## src/rtl/beacon_sweep.sv

```systemverilog
// Acquisition sweep controller: steps the correlator shift over 0..255, dwells at each
// shift, and keeps the first-seen peak match count, its shift, and a threshold lock flag.
module beacon_sweep #(
  parameter int unsigned DWELL = 514
) (
  input  logic       clk,
  input  logic       rst,
  input  logic       start,
  input  logic [7:0] step,
  input  logic [7:0] threshold,
  input  logic [7:0] corr_value,
  output logic       corr_rst,
  output logic [7:0] corr_shift,
  output logic       busy,
  output logic       done,
  output logic [7:0] peak_value,
  output logic [7:0] peak_shift,
  output logic       lock,
  output logic [2:0] dbg_state
);

  typedef enum logic [2:0] {
    S_IDLE   = 3'd0,
    S_LOAD   = 3'd1,
    S_DWELL  = 3'd2,
    S_SAMPLE = 3'd3,
    S_NEXT   = 3'd4,
    S_DONE   = 3'd5
  } state_e;

  localparam logic [15:0] DWELL_INIT = 16'(DWELL - 1);

  state_e      state_q, state_d;
  logic [15:0] cnt_q, cnt_d;
  logic [7:0]  cur_shift_q, cur_shift_d;
  logic [7:0]  step_q, step_d;
  logic [7:0]  thr_q, thr_d;
  logic [7:0]  peak_value_q, peak_value_d;
  logic [7:0]  peak_shift_q, peak_shift_d;
  logic        lock_q, lock_d;
  logic [8:0]  sum;

  always_ff @(posedge clk) begin
    if (!rst) begin
      state_q      <= S_IDLE;
      cnt_q        <= 16'd0;
      cur_shift_q  <= 8'd0;
      step_q       <= 8'd1;
      thr_q        <= 8'd0;
      peak_value_q <= 8'd0;
      peak_shift_q <= 8'd0;
      lock_q       <= 1'b0;
    end else begin
      state_q      <= state_d;
      cnt_q        <= cnt_d;
      cur_shift_q  <= cur_shift_d;
      step_q       <= step_d;
      thr_q        <= thr_d;
      peak_value_q <= peak_value_d;
      peak_shift_q <= peak_shift_d;
      lock_q       <= lock_d;
    end
  end

  always_comb begin
    state_d      = state_q;
    cnt_d        = cnt_q;
    cur_shift_d  = cur_shift_q;
    step_d       = step_q;
    thr_d        = thr_q;
    peak_value_d = peak_value_q;
    peak_shift_d = peak_shift_q;
    lock_d       = lock_q;
    corr_rst     = 1'b1;
    // Carry out of the 9-bit sum means the next shift would wrap past 255.
    sum          = {1'b0, cur_shift_q} + {1'b0, step_q};

    case (state_q)
      S_IDLE: begin
        if (start) begin
          step_d       = (step == 8'd0) ? 8'd1 : step;
          thr_d        = threshold;
          cur_shift_d  = 8'd0;
          peak_value_d = 8'd0;
          peak_shift_d = 8'd0;
          lock_d       = 1'b0;
          state_d      = S_LOAD;
        end
      end
      S_LOAD: begin
        cnt_d   = DWELL_INIT;
        state_d = S_DWELL;
      end
      S_DWELL: begin
        corr_rst = 1'b0;
        if (cnt_q == 16'd0) begin
          state_d = S_SAMPLE;
        end else begin
          cnt_d = cnt_q - 16'd1;
        end
      end
      S_SAMPLE: begin
        corr_rst = 1'b0;
        // Strict compare keeps the lowest shift among equal peaks.
        if (corr_value > peak_value_q) begin
          peak_value_d = corr_value;
          peak_shift_d = cur_shift_q;
        end
        state_d = S_NEXT;
      end
      S_NEXT: begin
        if (sum[8]) begin
          state_d = S_DONE;
        end else begin
          cur_shift_d = sum[7:0];
          state_d     = S_LOAD;
        end
      end
      S_DONE: begin
        lock_d  = (peak_value_q >= thr_q);
        state_d = S_IDLE;
      end
      default: begin
        state_d = S_IDLE;
      end
    endcase
  end

  assign corr_shift = cur_shift_q;
  assign busy       = (state_q != S_IDLE);
  assign done       = (state_q == S_DONE);
  assign peak_value = peak_value_q;
  assign peak_shift = peak_shift_q;
  assign lock       = lock_q;
  assign dbg_state  = state_q;

endmodule

```

## config.mk

```make
export PLATFORM = sky130hd
export DESIGN_NAME = beacon_sweep
export DESIGN_NICKNAME = d
export VERILOG_FILES = /design/src/rtl/beacon_sweep.sv
export SDC_FILE = /design/constraint.sdc
export NUM_CORES = 1
export LEC_CHECK = 0
export ABC_AREA = 1
export BUFFER_PORTS_ARGS = -buffer_cell sky130_fd_sc_hd__clkbuf_2
export CORE_MARGIN = 3
export CORE_UTILIZATION = 30
export CTS_BUF_LIST = sky130_fd_sc_hd__clkbuf_8
export DETAILED_ROUTE_END_ITERATION = 6
export GPL_TIMING_DRIVEN = 0
export PLACE_DENSITY_LB_ADDON = 0.08
export SYNTH_ARGS = -nofsm -noshare
export SYNTH_HDL_FRONTEND = slang
export SYNTH_SLANG_ARGS = --single-unit
```

## constraint.sdc

```tcl
create_clock -name clk -period 2.25 [get_ports clk]
set_input_delay 0 -clock clk [delete_from_list [all_inputs] [get_ports clk]]
set_output_delay 0 -clock clk [all_outputs]
set_load 0.05 [all_outputs]
```

# Word level (Yosys, flattened, before mapping)
# Index checks and enable logic that the tools add are counted.
[word_totals]
regBits = 60
input_bits = 27
out_inout_bits = 31
[op_classes]
addsub = 2
magnitude_cmp = 2
eq_ne = 10
muxes = 17
n_reduce_logical = 15
[ops]
columns = ["op", "n"]
rows = [
  ["$pmux 8 s2", 3],
  ["$mux 8", 5],
  ["$pmux 16 s2", 1],
  ["$logic_not 16->1", 1],
  ["$mux 16", 1],
  ["$sub 16x1->16 const B", 1],
  ["$pmux 3 s5", 1],
  ["$ne 2x2->1 const B", 5],
  ["$add 8x8->9", 1],
  ["$mux 3", 3],
  ["$ge 8x8->1", 1],
  ["$gt 8x8->1", 1],
  ["$logic_not 8->1", 1],
  ["$reduce_and 2->1", 4],
  ["$reduce_bool 2->1", 4],
  ["$eq 3x2->1 const B", 2],
  ["$eq 3x3->1 const B", 2],
  ["$reduce_and 3->1", 2],
  ["$eq 3x1->1 const B", 1],
  ["$logic_not 3->1", 1],
  ["$reduce_bool 3->1", 1],
  ["$mux 1", 2],
  ["$pmux 1 s2", 1],
  ["$reduce_or 2->1", 1],
]

# Longest topological paths before layout
[depth]
word_depth = 3
depth_mapped = 13

# Worst setup path before layout
# No wires, ideal clock.
[synth_path]
path_type = "register to register"
start = "register state_q[2] (netlist: dbg_state[2])"
end = "register lock_q (netlist: lock)"
arrival_time_ns = 2.373
path_slack_ns = -0.234
path_stages_with_launch = 6
path_cell_list = "dfxtp_1 -> inv_2 -> nor3_1 -> nand4_1 -> nand2_1 -> inv_1"
[synth_via]
elab_chain_cells = 3
[synth_lines]
columns = ["item", "line_no", "rtl"]
rows = [
  ["from (decl)", "33", "state_e state_q, state_d;"],
  ["from (signal assigned)", "54", "state_q <= state_d;"],
  ["$eq 3x3->1 *", "-", ""],
  ["named net done", "15", "output logic done,"],
  ["$reduce_bool 2->1 (no source line)", "-", ""],
  ["$reduce_and 2->1 (no source line)", "-", ""],
  ["to (signal assigned)", "61", "lock_q <= lock_d;"],
  ["to (decl)", "40", "logic lock_q, lock_d;"],
]
# The timed path passes the listed nets; every way through them passes the cells marked *.
# A chain may end at the register's enable or synchronous reset.

# Final worst setup path
[layout_path]
start = "register cur_shift_q[0] (netlist: corr_shift[0])"
end = "register cur_shift_q[1] (netlist: corr_shift[1])"
[layout_via]
elab_chain_cells = 3
[layout_lines]
columns = ["item", "line_no", "rtl"]
rows = [
  ["from (decl)", "35", "logic [7:0] cur_shift_q, cur_shift_d;"],
  ["from (signal assigned)", "56", "cur_shift_q <= cur_shift_d;"],
  ["$add 8x8->9 *", "76", "sum = {1'b0, cur_shift_q} + {1'b0, step_q};"],
  ["$mux 8 / $ne 2x2->1 (equally long branches)", "-", ""],
  ["$pmux 8 s2 / $reduce_and 3->1 (equally long branches)", "-", ""],
]
# Mark *: on every way between the ends. The rest lies on a longest branch, timed or not. The select of a mux whose other input is x is not followed.

==> flow_summary.toml <==
[outcome]
run_status = "complete, no violations"

[critical_path]
critPathMaxFanout = 10
crit_path_end_kind = "flip-flop"
setup.worst_path.start_class = "flip-flop"
critPathRequiredTime_ps = 2540
crit_type = "flip-flop to flip-flop"
worstPathArrival_ps = 2310

[floorplan]
core_rows = 38
die_height_um = 114
fp.coreArea_mm2 = 0.0111
initial_core_util = 0.316
chipWidth_um = 114
die-area_mm2 = 0.0131
total_i_o_pin_count = 58

[layout]
final.fill_count = 1236
post_route_cells_drive_above_1_share = 0.162
finalNetCount = 662
area.growth.synth_to_final_pct = 26.7
final_cell_count_no_fill = 753
diodes = 0

[synth]
synth-seq-area-share = 0.342
syn_nets = 570
synthFlopType = "dfxtp_1"
syn_inst = 516
yosysWarnings = 0
synth_edf_count = 0
postSynth.asyncResetShare = 0
synth_seq_cells = 60
syn_avg_cell_area_um2 = 6.81
syn_area_mm2 = 0.00352
synth_cell_types = 31

[clocking]
clkTransAtPathRegs_ps = 70
clk-insertion-delay-late_ps = 350
cts-htree-levels = 3
cts_root_buf = "clkbuf_8"
cts_inserted_buffers = 9
tritoncts = "built"
clock_sinks = 60
cts.path.max_buffers = 2
post_cts.repair.setup_buffers = 0

[routing]
drt_wl_total_um = 10200
drcViolationCount = 0
drt-wirelength-per-cell_um = 13.6
drt_iter0_markers = 206
vias = 3526
route.detailed.vias_per_inst = 4.68
drtAntennaViolNets = 0
dr.pass1.iters = 4

[sta]
worst-slew-pin-transition_ps = 602
rsz0062_at_grt = "false"
setup_total_negative_slack_ps = 0
layout_worst_path_cycle_share = 0.897
slew_violations = 0
clock-skew-final_ps = 7.85
final-hold-violation-count = 0
period_minus_slack_ps = 2020
achievable-frequency_ghz = 0.496
worst_slew_margin_rel = 0.598
setup_viol = 0

[pwr]
power.leakage_nw = 2.08
power.total_mw = 4.07
power_density_mw_per_mm2 = 914
power.ir.vdd_worst_mv = 0.488

[place]
dp_hpwl_um = 7910
dp.cells = 712
gp_congestion = 0.850
port_buffers = 56

[job]
max_cap_viol_count = 0

[global_route]
grt_max_degree = 12
groute.usage.overall = 0.164
global_route_wire_length_before_repair_um = 16800
grt.overflow.total = 0
grt_pass1_vias = 3343
grt_antenna_before_repair = 0

[hold_path]
worstHoldPathType = "input pin to flip-flop"
-- cell usage after synthesis (all sizes together), types with 2 or more instances --
cell type	number	area share
nand2	111	0.12
nor3	5	0.012
dfxtp	60	0.34
a21oi	57	0.088
o21ai	19	0.027
nand3	64	0.091
xor2	5	0.012
clkbuf	6	0.0064
inv	59	0.063
nor2	73	0.081
buf	11	0.019
a21o	2	0.0043
ha	26	0.093
nand4	6	0.011
nand3b	5	0.011
-- path summary, 6_finish.rpt --
path,slack [ps],from,cells past startpoint,endpoint
setup / recovery,230,corr_shift[0],10,corr_shift[1]
setup reg to reg,230,corr_shift[0],10,corr_shift[1]
hold / removal,100,rst,3,thr_q[2]
hold reg to reg,460,thr_q[2],2,thr_q[2]
-- area by class of cell --
cell class | count | area [um2] | share of cell area
Timing Repair Buffer | 81 | 531 | 0.119
Tap cell | 140 | 175 | 0.0393
Multi-Input combinational cell | 379 | 2010 | 0.450
Clock inverter | 6 | 86.3 | 0.0194
Inverter | 60 | 225 | 0.0505
Sequential cell | 60 | 1200 | 0.270
Clock buffer | 10 | 138 | 0.0309
Buffer | 17 | 92.6 | 0.0208
-- state kept, by name, summed over array words and instances, names as in the netlist --
name / flops
lock: 1
peak_shift: 8
step_q: 8
peak_value: 8
cnt_q: 16
thr_q: 8
corr_shift: 8
dbg_state: 3
-- cell usage in the layout, fill, tap and decap left out, drive strengths merged, types with 2 or more instances in the layout --
| master | netlist | routed |
|---|---|---|
| xor2 | 5 | 5 |
| a21o | 2 | 2 |
| dlygate4sd3 | 0 | 25 |
| nor2 | 73 | 73 |
| clkinv | 1 | 3 |
| dfxtp | 60 | 60 |
| nand3b | 5 | 5 |
| inv | 59 | 60 |
| a21oi | 57 | 57 |
| nand4 | 6 | 6 |
| clkbuf | 6 | 73 |
| nor3 | 5 | 5 |
| nand2 | 111 | 111 |
| o21ai | 19 | 19 |
| bufinv | 0 | 2 |
| ha | 26 | 26 |
| buf | 11 | 10 |
| nand3 | 64 | 64 |
-- critical path: stages (launching register included) --
cell      delay, ps
dfxtp_1         340
ha_1            260
fa_1            440
nand3_1         100
nand3_1         120
nand2_1         110
nand3_1          90
nand2_1          90
clkbuf_4        180
o21ai_0          90
nor2_1          120
-- cells by family (layout without fill, tap and decap cells) --
group                      Yosys count  count (layout)  share of synthesized area
buffers and inverters               77             174                     0.0897
and+or+nand+nor                    266             266                      0.332
AOI/OAI and AO/OA                   80              80                      0.123
DFF                                 60              60                      0.342
xor gates and xnor gates             6               6                     0.0149
adders and majority gates           27              27                     0.0982
-- what timing repair did --
item / in CTS / in global routing
hold buffers: 25 / 0
setup endpoints to repair: 0 / 4
resized for setup: 0 / 2
endpoints found under the hold margin: 25 / 0
-- power breakdown --
part / internal [mW] / switching (mW)
Clock: 0.653 / 0.465
Combinational: 0.541 / 1.11
Sequential: 1.18 / 0.127
-- per-stage QoR --
step | util | cell area [um2] | hold WS [ps] | setup slack, ps
3_5_place_dp | 0.357 | 3980 | 258 | 212
3_3_place_gp | 0.357 | 3980 | 252 | 217
2_1_floorplan | - | 3520 | 145 | 168
4_1_cts | 0.400 | 4450 | 62.5 | 206
5_1_grt | 0.400 | 4460 | 99.4 | 1.21
6_report | 0.400 | 4460 | 97.3 | 232
-- per-layer routing --
metal | vias to the layer above | global-route usage | share of wire
met5 | - | 0 | 0
met4 | 0 | 0.0499 | 0.014
met3 | 12 | 0.0370 | 0.051
met2 | 70 | 0.260 | 0.44
met1 | 1575 | 0.221 | 0.50
li1 | 1869 | - | -
Note: power is estimated with default switching activity, not from simulation.
